`src/rtl/tl_ul_pkg.sv`:
```
// Shared TL-UL types for the register-file slave: channel opcodes, response entry
// and the byte-lane merge helper.
package tl_ul_pkg;

  typedef enum logic [2:0] {
    PUT_FULL    = 3'd0,
    PUT_PARTIAL = 3'd1,
    GET         = 3'd4
  } a_opcode_e;

  typedef enum logic [2:0] {
    ACK      = 3'd0,
    ACK_DATA = 3'd1
  } d_opcode_e;

  typedef struct packed {
    logic [2:0]  opcode;
    logic [31:0] data;
    logic        denied;
  } d_entry_t;

  function automatic logic [31:0] merge_bytes(input logic [31:0] old_val,
                                              input logic [31:0] new_val,
                                              input logic [3:0]  mask);
    logic [31:0] res;
    res = old_val;
    for (int b = 0; b < 4; b++) begin
      res[8*b +: 8] = mask[b] ? new_val[8*b +: 8] : old_val[8*b +: 8];
    end
    return res;
  endfunction

endpackage

```
`src/rtl/tl_resp_fifo.sv`:
```
// Two-entry response FIFO for channel D; push is refused when full, with no
// bypass from a same-cycle pop.
module tl_resp_fifo
  import tl_ul_pkg::*;
(
  input  logic     clock,
  input  logic     reset,
  input  logic     in_valid,
  output logic     in_ready,
  input  d_entry_t in_entry,
  output logic     out_valid,
  input  logic     out_ready,
  output d_entry_t out_entry
);

  logic [1:0] count_r;
  logic       rd_ptr_r;
  logic       wr_ptr_r;
  d_entry_t   entry_r [2];
  logic       push_s;
  logic       pop_s;

  assign in_ready  = (count_r != 2'd2);
  assign out_valid = (count_r != 2'd0);
  assign out_entry = entry_r[rd_ptr_r];
  assign push_s    = in_valid & in_ready;
  assign pop_s     = out_valid & out_ready;

  // Storage, 1-bit wrapping pointers and occupancy count
  always_ff @(posedge clock or negedge reset) begin
    if (!reset) begin
      count_r    <= 2'd0;
      rd_ptr_r   <= 1'b0;
      wr_ptr_r   <= 1'b0;
      entry_r[0] <= '0;
      entry_r[1] <= '0;
    end else begin
      if (push_s) begin
        entry_r[wr_ptr_r] <= in_entry;
        wr_ptr_r          <= ~wr_ptr_r;
      end
      if (pop_s) begin
        rd_ptr_r <= ~rd_ptr_r;
      end
      case ({push_s, pop_s})
        2'b10:   count_r <= count_r + 2'd1;
        2'b01:   count_r <= count_r - 2'd1;
        default: count_r <= count_r;
      endcase
    end
  end

endmodule

```
`src/rtl/tl_ul_reg_slave.sv`:
```
// TL-UL register-file slave: DEPTH x 32 byte-maskable registers behind channel A,
// responses queued in a 2-entry FIFO on channel D.
// Build option: define TL_REG_SLAVE_RANGE_CHECK_EN to deny word indices >= DEPTH
// instead of aliasing them modulo DEPTH.
module tl_ul_reg_slave
  import tl_ul_pkg::*;
#(
  parameter int          DEPTH     = 16,
  parameter logic [31:0] RESET_VAL = 32'h0000_0000
) (
  input  logic        clock,
  input  logic        reset,
  input  logic        auto_in_a_valid,
  output logic        auto_in_a_ready,
  input  logic [2:0]  auto_in_a_bits_opcode,
  input  logic [6:0]  auto_in_a_bits_address,
  input  logic [3:0]  auto_in_a_bits_mask,
  input  logic [31:0] auto_in_a_bits_data,
  output logic        auto_in_d_valid,
  input  logic        auto_in_d_ready,
  output logic [2:0]  auto_in_d_bits_opcode,
  output logic [31:0] auto_in_d_bits_data,
  output logic        auto_in_d_bits_denied,
  output logic        auto_in_d_bits_corrupt
);

  logic [31:0] regs_r [DEPTH];
  logic [5:0]  word_raw_s;
  logic [5:0]  word_s;
  logic        oob_s;
  logic        is_put_s;
  logic        is_get_s;
  logic        denied_s;
  logic        a_fire_s;
  logic        wr_en_s;
  logic        push_ready_s;
  logic [31:0] rdata_s;
  d_entry_t    push_entry_s;
  d_entry_t    head_s;

  // Byte-address bits [1:0] fall away in the shift
  assign word_raw_s = 6'(auto_in_a_bits_address >> 2);

`ifdef TL_REG_SLAVE_RANGE_CHECK_EN
  assign word_s = word_raw_s;
  assign oob_s  = (word_raw_s >= 6'(DEPTH));
`else
  assign word_s = word_raw_s % 6'(DEPTH);
  assign oob_s  = 1'b0;
`endif

  assign auto_in_a_ready = reset & push_ready_s;
  assign a_fire_s        = auto_in_a_valid & auto_in_a_ready;
  assign denied_s        = ~(is_put_s | is_get_s) | oob_s;
  assign wr_en_s         = a_fire_s & is_put_s & ~oob_s;

  // Opcode decode, read mux and response entry construction
  always_comb begin
    is_put_s     = 1'b0;
    is_get_s     = 1'b0;
    rdata_s      = 32'h0000_0000;
    push_entry_s = '0;
    case (auto_in_a_bits_opcode)
      PUT_FULL, PUT_PARTIAL: is_put_s = 1'b1;
      GET:                   is_get_s = 1'b1;
      default:               is_put_s = 1'b0;
    endcase
    for (int i = 0; i < DEPTH; i++) begin
      rdata_s = (word_s == 6'(i)) ? regs_r[i] : rdata_s;
    end
    push_entry_s.opcode = is_get_s ? ACK_DATA : ACK;
    push_entry_s.data   = (is_get_s & ~denied_s) ? rdata_s : 32'h0000_0000;
    push_entry_s.denied = denied_s;
  end

  // Register array with byte-lane writes on an accepted Put
  always_ff @(posedge clock or negedge reset) begin
    if (!reset) begin
      for (int i = 0; i < DEPTH; i++) begin
        regs_r[i] <= RESET_VAL;
      end
    end else begin
      for (int i = 0; i < DEPTH; i++) begin
        if (wr_en_s && (word_s == 6'(i))) begin
          regs_r[i] <= merge_bytes(regs_r[i], auto_in_a_bits_data, auto_in_a_bits_mask);
        end else begin
          regs_r[i] <= regs_r[i];
        end
      end
    end
  end

  tl_resp_fifo u_resp_fifo (
    .clock     (clock),
    .reset     (reset),
    .in_valid  (auto_in_a_valid & reset),
    .in_ready  (push_ready_s),
    .in_entry  (push_entry_s),
    .out_valid (auto_in_d_valid),
    .out_ready (auto_in_d_ready),
    .out_entry (head_s)
  );

  assign auto_in_d_bits_opcode  = head_s.opcode;
  assign auto_in_d_bits_data    = head_s.data;
  assign auto_in_d_bits_denied  = head_s.denied;
  assign auto_in_d_bits_corrupt = head_s.denied & (head_s.opcode == ACK_DATA);

endmodule

```
`config.mk`:
```
export PLATFORM = sky130hd
export DESIGN_NAME = tl_ul_reg_slave
export DESIGN_NICKNAME = d
export VERILOG_FILES = /design/src/rtl/tl_ul_pkg.sv /design/src/rtl/tl_resp_fifo.sv /design/src/rtl/tl_ul_reg_slave.sv
export SDC_FILE = /design/constraint.sdc
export NUM_CORES = 1
export LEC_CHECK = 0
export BUFFER_PORTS_ARGS = -buffer_cell sky130_fd_sc_hd__buf_4
export CAP_MARGIN = 20
export CORE_ASPECT_RATIO = 0.8
export CORE_MARGIN = 5
export CORE_UTILIZATION = 55
export DETAILED_ROUTE_END_ITERATION = 6
export PLACE_DENSITY = 0.83
export SLEW_MARGIN = 40
export SYNTH_ARGS = -nofsm -noshare
export SYNTH_HDL_FRONTEND = slang
export SYNTH_HIERARCHICAL = 1
export SYNTH_SLANG_ARGS = --single-unit
```
`constraint.sdc`:
```
create_clock -name clock -period 2.7 [get_ports clock]
set_input_delay 0.54 -clock clock [delete_from_list [all_inputs] [get_ports clock]]
set_output_delay 0.54 -clock clock [all_outputs]
set_load 0.02 [all_outputs]
```
Word-level counts from Yosys, hierarchy flattened
Index checks and enable logic that the tools add are counted.
Widths: inputs -> output; s select.
Word-level totals
  output and inout port bits: 39
  bits of input ports: 50
  logic and storage cells: 226
  register bits after elaboration: 588
  memory bits (read-only): 0
  bits in writable memories: 0
  memories kept: 0
  bits in latches: 0
Operators by class
  shift operators: 0
  $mul: 0
  divide/modulo/power cells: 0
  equality and inequality tests: 21
  reductions and logical operators: 86
  add/subtract/negate cells: 2
  multiplexer cells: 27
  magnitude comparators: 3
  bitwise gates (word level): 14
Operator list (number)
  $mux 32: 17
  $mux 36: 4
  $reduce_and 2->1: 64
  $bwmux 72: 1
  $demux 36 s1: 1
  $eq 4x4->1 const B: 8
  $logic_and 1x1->1: 17
  $eq 4x3->1 const B: 4
  $and 1x1->1: 8
  $eq 4x2->1 const B: 2
  $eq 3x1->1 const B: 2
  $logic_not 6->1: 1
  $eq 4x1->1 const B: 1
  $ge 2x2->1 const B: 2
  $not 1->2: 2
  $pmux 2 s2: 1
  $reduce_bool 2->1: 2
  $eq 3x3->1 const B: 1
  $logic_not 3->1: 1
  $mux 1: 3
  $not 1->1: 3
  $add 2x1->2 const B: 1
  $eq 2x1->1 const B: 1
  $eq 2x2->1 const B: 1
  other kinds (5): 5

Logic depth before layout (Yosys ltp)
Gate-level depths: netlist of run 1.
  depth after elaboration: 19
  depth in mapped cells: 10
  mapped depth without buffers: 6

Cells and area by module
Netlist of run 1, hierarchy kept.
By module, submodules not included
  tl_ul_reg_slave: instances 1, area an instance 24375.9 um2, sequential area each 12812.3 um2, cells an instance 1888
  tl_resp_fifo: instances 1, area an instance 3616.0 um2, sequential area each 1901.8 um2, cells an instance 209

Worst setup path after synthesis of run 1
OpenSTA, ideal clock, no wires.
  kind: input-to-reg
  start point: input port auto_in_a_bits_address[4]
  end point: register u_resp_fifo/entry_r[28] (netlist bit)
  data arrival time: 2.099 ns
  data required time: 2.575 ns
  cell stages on the path: 7
  slack: 0.476 ns
  path buffers: 2
  library setup time: 0.125 ns
  cell sequence: buf_2 -> buf_2 -> or2_2 -> mux4_2 -> a22oi_1 -> a21oi_1 -> mux2_4
RTL lines
  start: declaration: RTL line tl_ul_reg_slave.sv:16  | input logic [6:0] auto_in_a_bits_address,
  end signal: indexed assignment: RTL line tl_resp_fifo.sv:39  | entry_r[wr_ptr_r] <= in_entry;
  end: declaration: RTL line tl_resp_fifo.sv:19  | d_entry_t entry_r [2];

Worst setup path in the final report of run 1
  start point: register u_resp_fifo.rd_ptr_r
  end point: output port auto_in_d_bits_data[7]
Between the ends
  cells in the longest elaborated chain, start to end: 4
RTL lines
  start: declaration: RTL line tl_resp_fifo.sv:17  | logic rd_ptr_r;
  start signal: assignment: RTL line tl_resp_fifo.sv:43  | rd_ptr_r <= ~rd_ptr_r;
  $not 1->2 (implied by the code): RTL line tl_resp_fifo.sv:25  | assign out_entry = entry_r[rd_ptr_r];
  $mux 36 (implied by the code) (3 in a row): RTL line tl_resp_fifo.sv:25
  end: declaration: RTL line tl_ul_reg_slave.sv:22  | output logic [31:0] auto_in_d_bits_data,
No other way between the ends. The select of a mux whose other input is x is not followed.

==> impl_results.html, run 1 <==
<table>
<tr><th>Metric</th><th>Value</th></tr>
<tr><th colspan="2">Floorplan</th></tr>
<tr><td>Count of pins on the block boundary</td><td>89</td></tr>
<tr><td>Y dimension of the die</td><td>212 um</td></tr>
<tr><td>Initial cell density of the core</td><td>55.2%</td></tr>
<tr><td>Horizontal extent of the die</td><td>between 200 and 300 um</td></tr>
<tr><td>Area enclosed by the die boundary</td><td>roughly 56000 um^2</td></tr>
<tr><td>Row cnt</td><td>74</td></tr>
<tr><td>Area of the core region</td><td>around 51000 um^2</td></tr>
<tr><th colspan="2">Placed design</th></tr>
<tr><td>Detailed-placement wirelength estimate</td><td>52.5 mm</td></tr>
<tr><td>GPL Wtd Cong</td><td>0.931</td></tr>
<tr><td># port buffers</td><td>85</td></tr>
<tr><th colspan="2">Pwr</th></tr>
<tr><td>Static leakage</td><td>between 15 and 20 nW</td></tr>
<tr><td>Ratio of total power to cell area</td><td>644 nW/um^2</td></tr>
<tr><td>Tot Pwr</td><td>20.5 mW</td></tr>
<tr><td>Peak supply drop</td><td>~0.57 mV</td></tr>
<tr><th colspan="2">GRT</th></tr>
<tr><td>Initial antenna violation count</td><td>2</td></tr>
<tr><td>Largest net degree at the start of global routing</td><td>149</td></tr>
<tr><td>Via count of the first global-routing pass</td><td>about 20000</td></tr>
<tr><td>GR Util All Layers</td><td>around 28%</td></tr>
<tr><td>Wire length of the first global-routing pass</td><td>approximately 120 mm</td></tr>
<tr><td>Remaining Overflow, GRT</td><td>0</td></tr>
<tr><th colspan="2">Finish</th></tr>
<tr><td>Share of cells above drive strength 1</td><td>between 40% and 50%</td></tr>
<tr><td>Sequential standard cell area</td><td>roughly 15000 um^2</td></tr>
<tr><td>Layout fillers</td><td>3642</td></tr>
<tr><td>Multi-input logic area</td><td>~12000 um^2</td></tr>
<tr><td>Synth-to-Final Area Change</td><td>13.6%</td></tr>
<tr><td>Final layout net count</td><td>2284</td></tr>
<tr><th colspan="2">Yosys</th></tr>
<tr><td>Gate Count Post-Synth</td><td>between 2000 and 2500</td></tr>
<tr><td>Flip-flop and latch count after synthesis</td><td>roughly 590</td></tr>
<tr><td>Most area-consuming cells after synthesis</td><td>sky130_fd_sc_hd__dfrtp_1 (53%), sky130_fd_sc_hd__mux2_2 (23%), sky130_fd_sc_hd__mux2_4 (3.2%)</td></tr>
<tr><td>Number of distinct standard cells referenced by the synthesized netlist</td><td>slightly above 60</td></tr>
<tr><td>List of most frequent post-synthesis cells</td><td>sky130_fd_sc_hd__dfrtp_1 (588), sky130_fd_sc_hd__mux2_2 (566), sky130_fd_sc_hd__o21ai_0 (92)</td></tr>
<tr><td>Post-synthesis sequential area ratio</td><td>between 50 and 60%</td></tr>
<tr><td>Count of yosys warnings during synthesis</td><td>6</td></tr>
<tr><td>Number of enable-type register cells in the synthesized netlist</td><td>0</td></tr>
<tr><td>Leading area contributor after synthesis</td><td>sky130_fd_sc_hd__dfrtp_1</td></tr>
<tr><td>Post-synthesis cell area</td><td>28000 um^2</td></tr>
<tr><td>Post-synth top flop</td><td>sky130_fd_sc_hd__dfrtp_1</td></tr>
<tr><td>Async set or reset register ratio after synthesis</td><td>100%</td></tr>
<tr><td>Post-synth top area share</td><td>52.6%</td></tr>
<tr><td>Most used standard cell by instance count after synthesis</td><td>sky130_fd_sc_hd__dfrtp_1</td></tr>
<tr><td>Avg Inst Size Synth</td><td>13.3 um^2</td></tr>
<tr><th colspan="2">Route</th></tr>
<tr><td>Final Routed Wirelength</td><td>between 70 and 80 mm</td></tr>
<tr><td>Via total after detailed routing</td><td>around 19000</td></tr>
<tr><td>Iter 0 DRT Violations</td><td>2585</td></tr>
<tr><td>Count of antenna-violating nets left after detailed routing</td><td>0</td></tr>
<tr><td>Vias per std cell</td><td>between 6 and 7</td></tr>
<tr><td>Post-route DRC</td><td>0</td></tr>
<tr><td>Iteration count of the initial detailed-routing pass</td><td>7</td></tr>
<tr><td>Routed wire per std cell</td><td>~27 um</td></tr>
<tr><th colspan="2">Worst setup path</th></tr>
<tr><td>Required time of the critical path</td><td>roughly 2.2 ns</td></tr>
<tr><td>Cells on worst reg2reg path</td><td>8</td></tr>
<tr><td>Crit path launch type</td><td>flip-flop</td></tr>
<tr><td>Critical path capture point type</td><td>output port</td></tr>
<tr><td>Type of the worst setup path</td><td>reg -&gt; out</td></tr>
<tr><td>Arrival time at the worst endpoint</td><td>around 2.0 ns</td></tr>
<tr><td>Peak fanout along the critical path</td><td>13</td></tr>
<tr><th colspan="2">CTS</th></tr>
<tr><td>Max Root-Sink Buffers</td><td>3</td></tr>
<tr><td>Clock input transition at the sequential cells of the worst setup and hold paths</td><td>0.06 ns</td></tr>
<tr><td>Number of clock sinks</td><td>approximately 590</td></tr>
<tr><td>Clk Latency, worst-skew pair</td><td>around 0.59 ns</td></tr>
<tr><td>Clock buffer count from CTS</td><td>between 50 and 60</td></tr>
<tr><td>Buffers inserted during post-CTS setup optimization</td><td>0</td></tr>
<tr><td>Number of hold-repair buffers added at the cts stage</td><td>0</td></tr>
<tr><td>Number of instances resized during post-cts repair</td><td>0</td></tr>
<tr><td>Root buffer cell</td><td>sky130_fd_sc_hd__clkbuf_16</td></tr>
<tr><td>H-tree Lvls</td><td>2</td></tr>
<tr><td>Clock tree from TritonCTS</td><td>built</td></tr>
<tr><th colspan="2">Timing</th></tr>
<tr><td>Fin Clk Skew</td><td>approximately 0.012 ns</td></tr>
<tr><td>Slew at the pin with the worst max-slew slack</td><td>approximately 0.8 ns</td></tr>
<tr><td>Pins over their slew limit</td><td>0</td></tr>
<tr><td>Worst slew margin</td><td>a little under half</td></tr>
<tr><td>Setup TNS</td><td>0 ns</td></tr>
<tr><td>Upper clock frequency limit</td><td>just under 400 MHz</td></tr>
<tr><td>Share of the cycle needed by the critical path after routing</td><td>approximately 93%</td></tr>
<tr><td>Setup repair after global routing missed its margin</td><td>no</td></tr>
<tr><td>Final hold slack</td><td>around 0.09 ns</td></tr>
<tr><td>Number of hold violations in the final report</td><td>0</td></tr>
<tr><td>Setup-violating endpoint count in the final report</td><td>0</td></tr>
<tr><td>Final min period</td><td>~2.5 ns</td></tr>
<tr><th colspan="2">Run</th></tr>
<tr><td>Max-capacitance violation count</td><td>0</td></tr>
<tr><th colspan="2">Status</th></tr>
<tr><td>Outcome</td><td>finished, final reports clean</td></tr>
<tr><th colspan="2">Hold path</th></tr>
<tr><td>Worst min-delay path category</td><td>in -&gt; async</td></tr>
</table>
==> state kept, by name (all words and copies together) (netlist names) <==
signal,flops
regs_r,512
u_resp_fifo/wr_ptr_r,1
u_resp_fifo/entry_r,72
u_resp_fifo/count_r,2
u_resp_fifo/rd_ptr_r,1
==> critical path, cell delays in order, from the launching register on <==
cell	delay [ns]
sky130_fd_sc_hd__dfrtp_2	0.53
sky130_fd_sc_hd__buf_4	0.28
sky130_fd_sc_hd__mux2_2	0.40
sky130_fd_sc_hd__buf_4	0.17
==> routing by layer <==
| metal | GRT usage (%) | share of wire [%] |
|---|---|---|
| met4 | 10.4 | 4.2 |
| met3 | 7.54 | 11 |
| met2 | 41.9 | 44 |
| met1 | 39.2 | 40 |
| met5 | 0 | 0 |
==> layout by cell type (no fill, tap or decap), types with 5 or more instances in the layout <==
| master | count |
|---|---|
| sky130_fd_sc_hd__dfrtp_1 | 587 |
| sky130_fd_sc_hd__mux2_2 | 566 |
| sky130_fd_sc_hd__buf_4 | 195 |
| sky130_fd_sc_hd__o21ai_0 | 92 |
| sky130_fd_sc_hd__a21oi_1 | 88 |
| sky130_fd_sc_hd__nor2_1 | 79 |
| sky130_fd_sc_hd__mux2i_1 | 68 |
| sky130_fd_sc_hd__nand2_1 | 66 |
| sky130_fd_sc_hd__mux2_4 | 60 |
| sky130_fd_sc_hd__clkbuf_16 | 55 |
| sky130_fd_sc_hd__nand2_2 | 45 |
| sky130_fd_sc_hd__a22oi_1 | 39 |
| sky130_fd_sc_hd__a221oi_1 | 25 |
| sky130_fd_sc_hd__mux4_2 | 25 |
| sky130_fd_sc_hd__buf_12 | 18 |
| sky130_fd_sc_hd__nand3_2 | 16 |
| sky130_fd_sc_hd__clkbuf_8 | 15 |
| sky130_fd_sc_hd__a22o_1 | 13 |
| sky130_fd_sc_hd__mux2_1 | 13 |
| sky130_fd_sc_hd__or2_2 | 12 |
| sky130_fd_sc_hd__a222oi_1 | 11 |
| sky130_fd_sc_hd__a31oi_1 | 11 |
| sky130_fd_sc_hd__o32ai_1 | 10 |
| sky130_fd_sc_hd__clkinv_2 | 10 |
| sky130_fd_sc_hd__a211oi_1 | 9 |
| sky130_fd_sc_hd__o22ai_1 | 9 |
| sky130_fd_sc_hd__and2_1 | 8 |
| sky130_fd_sc_hd__nand3_1 | 8 |
| sky130_fd_sc_hd__clkbuf_1 | 8 |
| sky130_fd_sc_hd__nand2b_1 | 7 |
| sky130_fd_sc_hd__nor2b_1 | 6 |
| sky130_fd_sc_hd__o221ai_1 | 6 |
| sky130_fd_sc_hd__buf_6 | 6 |
| sky130_fd_sc_hd__nand3b_1 | 5 |
| sky130_fd_sc_hd__o2bb2ai_1 | 5 |
==> area by class of cell <==
cell class	instances	share of cell area, %
well taps	684	2.69
flip-flops and latches	588	46.3
multi-input cells	1364	39.3
clock buffers	78	5.07
repair buffers	221	6.08
inverters	4	0.0472
diodes	2	0.0157
clock inverters	15	0.563
==> through the flow <==
stage,util (%),cells,setup WS [ns],instance area (um^2)
after CTS,62.6,2953,0.0288,31800
after detailed placement,59.1,2860,-0.108,30000
final,62.7,2956,0.187,31800
after global routing,62.7,2954,0.119,31800
after floorplan,-,2100,0.476,28000
after global placement,59.0,2860,-0.145,30000
==> path summary, 6_finish.rpt <==
path	start	to	slack [ns]
min in group clock	auto_in_a_bits_opcode[1]	u_resp_fifo/entry_r[0]	0.30
worst max register to register	u_resp_fifo/count_r[0]	regs_r[506]	0.33
max in group asynchronous	reset	u_resp_fifo/entry_r[51]	1.24
worst min register to register	regs_r[499]	regs_r[499]	0.50
worst min-delay path	reset	regs_r[359]	0.09
worst max-delay path	u_resp_fifo/rd_ptr_r	auto_in_d_bits_data[7]	0.19
==> power breakdown <==
| group | internal (mW) | switching [mW] | total, mW |
|---|---|---|---|
| logic | 1.33 | 1.52 | 2.86 |
| registers | 9.41 | 0.384 | 9.80 |
| clock network | 4.50 | 3.33 | 7.83 |
| total | 15.2 | 5.24 | 20.5 |
==> kinds of logic after synthesis <==
group | count (synthesis) | synth area share [%]
mux | 732 | 31.0
flops | 588 | 52.6
compound gates | 343 | 7.96
simple gates | 279 | 5.33
buf+inv | 148 | 2.98
xor+xnor | 5 | 0.156
fa+ha+maj | 1 | 0.0447
other cells | 1 | 0.0134
Note: power is estimated with default switching activity, not from simulation.
==> inputs of run 2 (changes only) <==
- ABC_AREA: not set -> 1
- CORE_MARGIN: 5 -> 10
==> run 2 against run 1 <==
Against the previous run: maximum frequency is 0.69% lower; worst setup slack worse by 0.017 ns; clock power is 4.1% higher; worst hold slack better by 0.11 ns; via count is 14% higher; global-route usage is 5.9 points lower; register-to-register slack better by 0.27 ns; critical endpoint is now auto_in_d_bits_data[1]; highest routed layer unchanged.
==> impl_results.html, run 2 <==
<table>
<tr><th>Metric</th><th>Value</th></tr>
<tr><th colspan="2">Status</th></tr>
<tr><td>Outcome</td><td>finished, final reports clean</td></tr>
<tr><th colspan="2">Placed design</th></tr>
<tr><td>Placement Cell Area</td><td>27700 um^2 (-7.5%)</td></tr>
<tr><td>Number of instances in the placed design</td><td>3879 (+36%)</td></tr>
<tr><td>Detailed-placement wirelength estimate</td><td>41.7 mm (-20%)</td></tr>
<tr><td># port buffers</td><td>85 (unchanged)</td></tr>
<tr><td>GPL Wtd Cong</td><td>0.806 (-13%)</td></tr>
<tr><th colspan="2">Floorplan</th></tr>
<tr><td>Area enclosed by the die boundary</td><td>57600 um^2 (+3.7%)</td></tr>
<tr><td>Initial cell density of the core</td><td>56.1% (+0.90 points)</td></tr>
<tr><td>Y dimension of the die</td><td>217 um (+2.3%)</td></tr>
<tr><td>Row cnt</td><td>71 (-4.1%)</td></tr>
<tr><td>Horizontal extent of the die</td><td>266 um (+1.4%)</td></tr>
<tr><td>Area of the core region</td><td>47400 um^2 (-6.5%)</td></tr>
<tr><td>Count of pins on the block boundary</td><td>89 (unchanged)</td></tr>
<tr><th colspan="2">Worst setup path</th></tr>
<tr><td>Cells on worst reg2reg path</td><td>7 (-1)</td></tr>
<tr><td>Peak fanout along the critical path</td><td>25 (+12)</td></tr>
<tr><td>Type of the worst setup path</td><td>reg -&gt; out</td></tr>
<tr><td>Required time of the critical path</td><td>2.16 ns (about the same)</td></tr>
<tr><td>FF-to-FF End</td><td>regs_r[266]</td></tr>
<tr><td>Arrival time at the worst endpoint</td><td>1.99 ns (+0.02 ns)</td></tr>
<tr><td>Setup crit end</td><td>auto_in_d_bits_data[1]</td></tr>
<tr><td>Critical path capture point type</td><td>output port</td></tr>
<tr><td>Startpoint of the most critical register-to-register path</td><td>u_resp_fifo/count_r[0]</td></tr>
<tr><td>Worst setup path startpoint</td><td>u_resp_fifo/rd_ptr_r</td></tr>
<tr><td>Setup slack on the worst flop-to-flop path</td><td>0.60 ns (+0.27 ns)</td></tr>
<tr><td>Crit path launch type</td><td>flip-flop</td></tr>
<tr><th colspan="2">CTS</th></tr>
<tr><td>Clock buffer count from CTS</td><td>55 (+1.9%)</td></tr>
<tr><td>Clock input transition at the sequential cells of the worst setup and hold paths</td><td>0.06 ns (about the same)</td></tr>
<tr><td>Clock tree from TritonCTS</td><td>built</td></tr>
<tr><td>Max Root-Sink Buffers</td><td>3 (unchanged)</td></tr>
<tr><td>Root buffer cell</td><td>sky130_fd_sc_hd__clkbuf_16</td></tr>
<tr><td>Number of clock sinks</td><td>588 (unchanged)</td></tr>
<tr><td>Clk Latency, worst-skew pair</td><td>0.59 ns (about the same)</td></tr>
<tr><td>Buffers inserted during post-CTS setup optimization</td><td>0 (unchanged)</td></tr>
<tr><td>H-tree Lvls</td><td>2 (unchanged)</td></tr>
<tr><th colspan="2">Timing</th></tr>
<tr><td>Slew at the pin with the worst max-slew slack</td><td>0.681 ns (-0.129 ns)</td></tr>
<tr><td>Setup TNS</td><td>0 ns (unchanged)</td></tr>
<tr><td>Number of hold violations in the final report</td><td>0 (unchanged)</td></tr>
<tr><td>Setup repair after global routing missed its margin</td><td>no</td></tr>
<tr><td>Worst slew margin</td><td>54.6% (+8.7 points)</td></tr>
<tr><td>Pins over their slew limit</td><td>0 (unchanged)</td></tr>
<tr><td>Final min period</td><td>2.53 ns (+0.0174 ns)</td></tr>
<tr><td>Share of the cycle needed by the critical path after routing</td><td>93.7% (+0.65 points)</td></tr>
<tr><td>Setup-violating endpoint count in the final report</td><td>0 (unchanged)</td></tr>
<tr><td>Fin Clk Skew</td><td>0.0227 ns (+0.0108 ns)</td></tr>
<tr><td>Upper clock frequency limit</td><td>395 MHz (-0.69%)</td></tr>
<tr><th colspan="2">Yosys</th></tr>
<tr><td>Post-synth top area share</td><td>55.3% (+2.8 points)</td></tr>
<tr><td>Most area-consuming cells after synthesis</td><td>sky130_fd_sc_hd__dfrtp_1 (55%), sky130_fd_sc_hd__nand2_1 (18%), sky130_fd_sc_hd__o21ai_0 (10%)</td></tr>
<tr><td>Post-synthesis share of cell area spent on and, or, nand and nor gates</td><td>27.9% (+23 points)</td></tr>
<tr><td>Synth Area in Adders</td><td>0.0470% (+0.0023 points)</td></tr>
<tr><td>Number of enable-type register cells in the synthesized netlist</td><td>0 (unchanged)</td></tr>
<tr><td>Count of yosys warnings during synthesis</td><td>6 (unchanged)</td></tr>
<tr><td>Async set or reset register ratio after synthesis</td><td>100% (unchanged)</td></tr>
<tr><td>Combinational family with the most area after synthesis</td><td>simple AND/OR/NAND/NOR gates</td></tr>
<tr><td>Post-synthesis sequential area ratio</td><td>55.3% (+2.8 points)</td></tr>
<tr><td>Flip-flop and latch count after synthesis</td><td>588 (unchanged)</td></tr>
<tr><td>Synthesized-area fraction occupied by ao, oa, aoi and oai cells</td><td>10.5% (+2.5 points)</td></tr>
<tr><td>Area share of xor/xnor cells in the synthesized design</td><td>0.0329% (-0.12 points)</td></tr>
<tr><td>Most used standard cell by instance count after synthesis</td><td>sky130_fd_sc_hd__nand2_1</td></tr>
<tr><td>Portion of netlist area occupied by mux cells</td><td>0% (-31 points)</td></tr>
<tr><td>Gate Count Post-Synth</td><td>3315 (+58%)</td></tr>
<tr><td>Leading area contributor after synthesis</td><td>sky130_fd_sc_hd__dfrtp_1</td></tr>
<tr><td>List of most frequent post-synthesis cells</td><td>sky130_fd_sc_hd__nand2_1 (1246), sky130_fd_sc_hd__dfrtp_1 (588), sky130_fd_sc_hd__o21ai_0 (532)</td></tr>
<tr><td>Post-synth top flop</td><td>sky130_fd_sc_hd__dfrtp_1</td></tr>
<tr><td>Number of distinct standard cells referenced by the synthesized netlist</td><td>27 (-56%)</td></tr>
<tr><td>Avg Inst Size Synth</td><td>8.02 um^2 (-40%)</td></tr>
<tr><td>Post-synthesis cell area</td><td>26600 um^2 (-5.0%)</td></tr>
<tr><th colspan="2">Finish</th></tr>
<tr><td>Share of cells above drive strength 1</td><td>8.69% (-37 points)</td></tr>
<tr><td>Synth-to-Final Area Change</td><td>11.5%</td></tr>
<tr><td>Final instance count without filler cells</td><td>3979 (+35%)</td></tr>
<tr><td>Most frequent standard cell in the layout excluding fill and tap cells</td><td>sky130_fd_sc_hd__nand2_1</td></tr>
<tr><td>Final layout net count</td><td>3369 (+48%)</td></tr>
<tr><td>Largest register by flop count</td><td>regs_r</td></tr>
<tr><td>Largest register FFs</td><td>512 (unchanged)</td></tr>
<tr><td>Total inserted antenna cells</td><td>0 (-2)</td></tr>
<tr><td>Most frequent cells in the layout</td><td>sky130_fd_sc_hd__nand2_1 (1246), sky130_fd_sc_hd__dfrtp_1 (588), sky130_fd_sc_hd__o21ai_0 (532)</td></tr>
<tr><td>Final non-filler cell area</td><td>29700 um^2 (-6.8%)</td></tr>
<tr><td>Largest registers ranked by flip-flop count</td><td>regs_r x512, u_resp_fifo/entry_r x72, u_resp_fifo/count_r x2</td></tr>
<tr><th colspan="2">Route</th></tr>
<tr><td>Count of antenna-violating nets left after detailed routing</td><td>0 (unchanged)</td></tr>
<tr><td>Met2 WL post-DR</td><td>32.0 mm (-8.8%)</td></tr>
<tr><td>WL met1</td><td>27.2 mm (-14%)</td></tr>
<tr><td>Via total after detailed routing</td><td>22000 (+14%)</td></tr>
<tr><td>Highest routing layer actually used</td><td>met4</td></tr>
<tr><td>Post-route DRC</td><td>0 (unchanged)</td></tr>
<tr><td>Routed wl met3</td><td>2.72 mm (-70%)</td></tr>
<tr><td>Final Routed Wirelength</td><td>63.1 mm (-20%)</td></tr>
<tr><td>Routed wire per std cell</td><td>15.9 um (-41%)</td></tr>
<tr><td>Iteration count of the initial detailed-routing pass</td><td>6 (-1)</td></tr>
<tr><td>Iter 0 DRT Violations</td><td>1952 (-24%)</td></tr>
<tr><td>Vias per std cell</td><td>5.52 (-15%)</td></tr>
<tr><th colspan="2">Pwr</th></tr>
<tr><td>Switching power share of the total</td><td>26.6% (+1.0 points)</td></tr>
<tr><td>Power share of the sequential group</td><td>47.9% (about the same)</td></tr>
<tr><td>Peak supply drop</td><td>0.591 mV (+4.3%)</td></tr>
<tr><td>Internal power of the cells</td><td>14.9 mW (-2.2%)</td></tr>
<tr><td>Static leakage</td><td>14.3 nW (-8.3%)</td></tr>
<tr><td>Combinational power share</td><td>12.0% (-1.9 points)</td></tr>
<tr><td>Switching power of the nets</td><td>5.40 mW (+3.2%)</td></tr>
<tr><td>Ratio of total power to cell area</td><td>685 nW/um^2 (+6.3%)</td></tr>
<tr><td>Clock share of power</td><td>40.1% (+1.9 points)</td></tr>
<tr><th colspan="2">GRT</th></tr>
<tr><td>GR Util All Layers</td><td>21.8% (-5.9 points)</td></tr>
<tr><td>Largest net degree at the start of global routing</td><td>147 (-1.3%)</td></tr>
<tr><td>Remaining Overflow, GRT</td><td>0 (unchanged)</td></tr>
<tr><td>Initial antenna violation count</td><td>0 (-2)</td></tr>
<tr><td>Via count of the first global-routing pass</td><td>21200 (+6.3%)</td></tr>
<tr><td>Wire length of the first global-routing pass</td><td>106 mm (-13%)</td></tr>
<tr><th colspan="2">Run</th></tr>
<tr><td>Max-capacitance violation count</td><td>0 (unchanged)</td></tr>
<tr><th colspan="2">Hold path</th></tr>
<tr><td>Worst min-delay path category</td><td>in -&gt; reg</td></tr>
</table>
run 2: changes by cell type after synthesis, sizes merged, moves of 39 or more:
cell / change
nand3: +88
o21ai: +440
clkbuf: +72
mux2: -639
a21oi: -62
nor2: +141
nand2: +1143
mux2i: -68
inv: +174
nand4: +153
a22oi: -39
run 2: worst min path at each step:
stage                              endpoint  slack (ns)  depth (start not counted)             from
CTS                    u_resp_fifo/rd_ptr_r        0.17                          3  auto_in_d_ready
detailed placement  u_resp_fifo/entry_r[61]        0.37                          1            reset
floorplan                         regs_r[0]        0.24                          0            reset
global route           u_resp_fifo/rd_ptr_r        0.19                          3  auto_in_d_ready
global placement    u_resp_fifo/entry_r[61]        0.37                          1            reset
finish                 u_resp_fifo/rd_ptr_r        0.20                          3  auto_in_d_ready
run 2: cell families (layout without fill, tap and decap cells):
group                    after synthesis  after routing
AO/OA/AOI/OAI                        558            558
XOR/XNOR                               1              1
adder cells (fa/ha/maj)                1              1
buffers and inverters                384            425
flip-flops                           588            588
other                                  1              4
AND/OR/NAND/NOR                     1782           1782
run 2: power groups by stage:
stage	registers (mW)	clock network, mW	logic [mW]
after global placement	9.84	0	2.35
after CTS	9.71	8.25	2.44
final	9.72	8.15	2.44
after floorplan	9.79	0	1.65
after global routing	9.78	8.58	2.72
after detailed placement	9.86	0	2.42
run 2: what timing repair did:
action	CTS	global route
hold endpoints to repair	1	0
endpoints found under the setup margin	0	0
resized for setup	0	0
hold buffers	1	0
run 2: stage by stage:
stage          worst slack (ns)  hold WS (ns)  utilization (%)  power [mW]
2_1_floorplan             0.625         0.244                -        11.4
3_3_place_gp              0.123         0.368             58.4        12.2
3_5_place_dp             0.0642         0.369             58.4        12.3
4_1_cts                   0.164         0.171             62.4        20.4
5_1_grt                  0.0809         0.193             62.5        21.1
6_report                  0.170         0.196             62.5        20.3
run 2: cell type report:
type	instances	area, um^2
clock buffer	79	1620
clock inverter	19	275
fill	3928	17800
inverter	179	672
multi-input combinational	2346	10300
sequential	588	14700
tap	620	776
timing repair buffer	148	1340
run 2: worst max-delay path, stage by stage, from the launching register on:
cell	delay, ns
sky130_fd_sc_hd__dfrtp_1	0.38
sky130_fd_sc_hd__inv_2	0.39
sky130_fd_sc_hd__buf_4	0.31
sky130_fd_sc_hd__nand2_1	0.08
sky130_fd_sc_hd__nand2_1	0.08
sky130_fd_sc_hd__buf_4	0.15
run 2: routing by layer:
metal,vias to the layer above,GRT usage [%]
met5,-,0
met4,0,5.55
met3,94,2.48
met2,564,38.3
met1,10700,28.4
li1,10700,-
==> inputs of run 3 (changes only) <==
- CORE_MARGIN: 10 -> not set
- RECOVER_POWER: not set -> 100
- SKIP_CTS_REPAIR_TIMING: not set -> 1
==> run 3 against run 2 <==
Against the previous run: the run now ends with max-capacitance violations, max-slew violations left; total power is 1.4% lower; register-to-register slack worse by 0.09 ns; final area is 0.74% lower; worst hold slack worse by 0.016 ns; critical path depth stayed put; non-clock buffer count is 6 higher; worst setup slack better by 0.013 ns; clock skew is 0.0045 ns lower; cell count is 0.10% higher; critical path type unchanged; critical endpoint is now auto_in_d_bits_data[30]; largest power group unchanged; highest routed layer unchanged.
==> impl_results.html, run 3 (synthesis gave the netlist of run 2 again) <==
<table>
<tr><th>Metric</th><th>Value</th></tr>
<tr><th colspan="2">Hold path</th></tr>
<tr><td>Depth of the worst hold-timing path</td><td>3 (unchanged)</td></tr>
<tr><td>Worst min-delay path category</td><td>in -&gt; reg</td></tr>
<tr><td>Hold Crit Endpoint</td><td>u_resp_fifo/rd_ptr_r</td></tr>
<tr><td>Startpoint of the lowest-slack hold path</td><td>auto_in_d_ready</td></tr>
<tr><th colspan="2">GRT</th></tr>
<tr><td>GR Util All Layers</td><td>26.3% (+4.5 points)</td></tr>
<tr><td>Via count of the first global-routing pass</td><td>21600 (+1.7%)</td></tr>
<tr><td>Remaining Overflow, GRT</td><td>0 (unchanged)</td></tr>
<tr><td>Largest net degree at the start of global routing</td><td>119 (-19%)</td></tr>
<tr><td>Wire length of the first global-routing pass</td><td>106 mm (-0.27%)</td></tr>
<tr><td>Initial antenna violation count</td><td>0 (unchanged)</td></tr>
<tr><th colspan="2">Route</th></tr>
<tr><td>Routed wire per std cell</td><td>15.7 um (-1.0%)</td></tr>
<tr><td>Final Routed Wirelength</td><td>62.5 mm (-0.93%)</td></tr>
<tr><td>Via total after detailed routing</td><td>22000 (-0.018%)</td></tr>
<tr><td>Post-route DRC</td><td>0 (unchanged)</td></tr>
<tr><td>Iter 0 DRT Violations</td><td>2151 (+10%)</td></tr>
<tr><td>Vias per std cell</td><td>5.52 (-0.12%)</td></tr>
<tr><td>Routed wl met3</td><td>2.75 mm (+1.1%)</td></tr>
<tr><td>WL met1</td><td>27.3 mm (+0.62%)</td></tr>
<tr><td>Iteration count of the initial detailed-routing pass</td><td>5 (-1)</td></tr>
<tr><td>Highest routing layer actually used</td><td>met4</td></tr>
<tr><td>Count of antenna-violating nets left after detailed routing</td><td>0 (unchanged)</td></tr>
<tr><td>Met2 WL post-DR</td><td>31.2 mm (-2.5%)</td></tr>
<tr><th colspan="2">Floorplan</th></tr>
<tr><td>Initial cell density of the core</td><td>56.2% (+0.11 points)</td></tr>
<tr><td>Horizontal extent of the die</td><td>248 um (-6.8%)</td></tr>
<tr><td>Count of pins on the block boundary</td><td>89 (unchanged)</td></tr>
<tr><td>Area of the core region</td><td>47300 um^2 (-0.19%)</td></tr>
<tr><td>Row cnt</td><td>71 (unchanged)</td></tr>
<tr><td>Y dimension of the die</td><td>199 um (-8.3%)</td></tr>
<tr><td>Area enclosed by the die boundary</td><td>49200 um^2 (-15%)</td></tr>
<tr><th colspan="2">Placed design</th></tr>
<tr><td>Number of instances in the placed design</td><td>3887 (+0.21%)</td></tr>
<tr><td># port buffers</td><td>85 (unchanged)</td></tr>
<tr><td>Detailed-placement wirelength estimate</td><td>41.7 mm (-0.12%)</td></tr>
<tr><td>GPL Wtd Cong</td><td>0.851 (+5.7%)</td></tr>
<tr><th colspan="2">CTS</th></tr>
<tr><td>Clock input transition at the sequential cells of the worst setup and hold paths</td><td>0.06 ns (about the same)</td></tr>
<tr><td>Clock tree from TritonCTS</td><td>built</td></tr>
<tr><td>Number of clock sinks</td><td>588 (unchanged)</td></tr>
<tr><td>Clock buffer count from CTS</td><td>55 (unchanged)</td></tr>
<tr><td>Root buffer cell</td><td>sky130_fd_sc_hd__clkbuf_16</td></tr>
<tr><td>H-tree Lvls</td><td>2 (unchanged)</td></tr>
<tr><td>Max Root-Sink Buffers</td><td>3 (unchanged)</td></tr>
<tr><td>Clk Latency, worst-skew pair</td><td>0.61 ns (+0.02 ns)</td></tr>
<tr><th colspan="2">Worst setup path</th></tr>
<tr><td>FF-to-FF End</td><td>u_resp_fifo/entry_r[12]</td></tr>
<tr><td>Type of the worst setup path</td><td>reg -&gt; out</td></tr>
<tr><td>Critical path capture point type</td><td>output port</td></tr>
<tr><td>Peak fanout along the critical path</td><td>21 (-16%)</td></tr>
<tr><td>Crit path launch type</td><td>flip-flop</td></tr>
<tr><td>Setup slack on the worst flop-to-flop path</td><td>0.51 ns (-0.09 ns)</td></tr>
<tr><td>Startpoint of the most critical register-to-register path</td><td>u_resp_fifo/count_r[0]</td></tr>
<tr><td>Required time of the critical path</td><td>2.16 ns (about the same)</td></tr>
<tr><td>Arrival time at the worst endpoint</td><td>1.98 ns (about the same)</td></tr>
<tr><td>Cells on worst reg2reg path</td><td>6 (-1)</td></tr>
<tr><th colspan="2">Timing</th></tr>
<tr><td>Final min period</td><td>2.52 ns (-0.0125 ns)</td></tr>
<tr><td>Share of the cycle needed by the critical path after routing</td><td>93.2% (-0.46 points)</td></tr>
<tr><td>Worst slew margin</td><td>-14.4% (-69 points)</td></tr>
<tr><td>Slew at the pin with the worst max-slew slack</td><td>1.72 ns (+1.03 ns)</td></tr>
<tr><td>Upper clock frequency limit</td><td>397 MHz (+0.50%)</td></tr>
<tr><td>Fin Clk Skew</td><td>0.0182 ns (-0.00452 ns)</td></tr>
<tr><td>Pins over their slew limit</td><td>29 (+29)</td></tr>
<tr><td>Setup TNS</td><td>0 ns (unchanged)</td></tr>
<tr><td>Setup repair after global routing missed its margin</td><td>no</td></tr>
<tr><td>Setup-violating endpoint count in the final report</td><td>0 (unchanged)</td></tr>
<tr><td>Number of hold violations in the final report</td><td>0 (unchanged)</td></tr>
<tr><th colspan="2">Finish</th></tr>
<tr><td>Largest register by flop count</td><td>regs_r</td></tr>
<tr><td>Sequential standard cell area</td><td>14700 um^2 (unchanged)</td></tr>
<tr><td>Util after Layout</td><td>62.2% (-0.35 points)</td></tr>
<tr><td>Share of cells above drive strength 1</td><td>7.73% (-0.96 points)</td></tr>
<tr><td>Final instance count without filler cells</td><td>3983 (+0.10%)</td></tr>
<tr><td>Final layout net count</td><td>3375 (+0.18%)</td></tr>
<tr><td>Total inserted antenna cells</td><td>0 (unchanged)</td></tr>
<tr><td>Most frequent standard cell in the layout excluding fill and tap cells</td><td>sky130_fd_sc_hd__nand2_1</td></tr>
<tr><td>Most frequent cells in the layout</td><td>sky130_fd_sc_hd__nand2_1 (1246), sky130_fd_sc_hd__dfrtp_1 (588), sky130_fd_sc_hd__o21ai_0 (532)</td></tr>
<tr><td>Layout fillers</td><td>4002 (+1.9%)</td></tr>
<tr><td>Multi-input logic area</td><td>10200 um^2 (-0.42%)</td></tr>
<tr><td>Synth-to-Final Area Change</td><td>10.7%</td></tr>
<tr><td>Largest registers ranked by flip-flop count</td><td>regs_r x512, u_resp_fifo/entry_r x72, u_resp_fifo/count_r x2</td></tr>
<tr><td>Largest register FFs</td><td>512 (unchanged)</td></tr>
<tr><th colspan="2">Status</th></tr>
<tr><td>Violated checks</td><td>max-capacitance violations, max-slew violations</td></tr>
<tr><td>Outcome</td><td>finished with violations</td></tr>
<tr><th colspan="2">Pwr</th></tr>
<tr><td>Ratio of total power to cell area</td><td>680 nW/um^2 (-0.71%)</td></tr>
<tr><td>Static leakage</td><td>14.2 nW (-0.90%)</td></tr>
<tr><td>Peak supply drop</td><td>0.556 mV (-6.0%)</td></tr>
<tr><th colspan="2">Run</th></tr>
<tr><td>Max-capacitance violation count</td><td>1 (+1)</td></tr>
</table>
==> run 3: changes by cell type in the layout (fill, tap and decap cells not counted), moves of 4 or more <==
cell,previous run,this run
sky130_fd_sc_hd__buf_4,130,89
sky130_fd_sc_hd__clkbuf_1,11,42
sky130_fd_sc_hd__clkbuf_2,0,17
sky130_fd_sc_hd__clkbuf_8,11,15
sky130_fd_sc_hd__nand3_1,106,110
==> run 3: worst max-delay path by stage <==
stage                         endpoint                 startpoint  depth (start not counted)
2_1_floorplan   auto_in_d_bits_corrupt       u_resp_fifo/rd_ptr_r                          6
5_1_grt         auto_in_d_bits_data[9]       u_resp_fifo/rd_ptr_r                          5
3_3_place_gp   u_resp_fifo/entry_r[30]  auto_in_a_bits_address[5]                         17
6_report       auto_in_d_bits_data[30]       u_resp_fifo/rd_ptr_r                          5
4_1_cts         auto_in_d_bits_corrupt       u_resp_fifo/rd_ptr_r                          6
3_5_place_dp   u_resp_fifo/entry_r[60]  auto_in_a_bits_address[5]                         16
==> run 3: layer usage <==
metal / vias to the layer above / GRT usage (%)
met2: 526 / 45.1
met5: - / 0
li1: 10700 / -
met3: 97 / 3.06
met1: 10700 / 35.2
met4: 0 / 7.88
==> run 3: cell type report <==
| class | instances | share of cell area [%] |
|---|---|---|
| clock buffers | 83 | 5.69 |
| clock inverters | 13 | 0.574 |
| inverters | 179 | 2.28 |
| multi-input cells | 2346 | 34.7 |
| flip-flops and latches | 588 | 50.0 |
| well taps | 620 | 2.64 |
| repair buffers | 154 | 4.11 |
==> run 3: report_power, final <==
group,total [mW],switching (mW),internal [mW]
Sequential,9.71,0.322,9.39
Clock,7.98,3.35,4.63
Combinational,2.33,1.72,0.611
==> run 3: worst max-delay path: stages (launching register included) <==
cell                       delay [ns]
sky130_fd_sc_hd__dfrtp_1         0.38
sky130_fd_sc_hd__inv_2           0.32
sky130_fd_sc_hd__clkbuf_2        0.34
sky130_fd_sc_hd__nand2_1         0.09
sky130_fd_sc_hd__nand2_1         0.08
sky130_fd_sc_hd__clkbuf_2        0.17
==> run 3: per-stage QoR <==
step / hold WS (ns) / cell area [um^2] / power [mW] / worst slack (ns)
floorplan: 0.244 / 26600 / 11.4 / 0.625
CTS: 0.0200 / 29700 / 20.2 / 0.214
global placement: 0.454 / 27800 / 12.2 / 0.142
detailed placement: 0.459 / 27800 / 12.3 / 0.104
global route: 0.200 / 29400 / 20.8 / 0.0419
finish: 0.180 / 29400 / 20.0 / 0.182
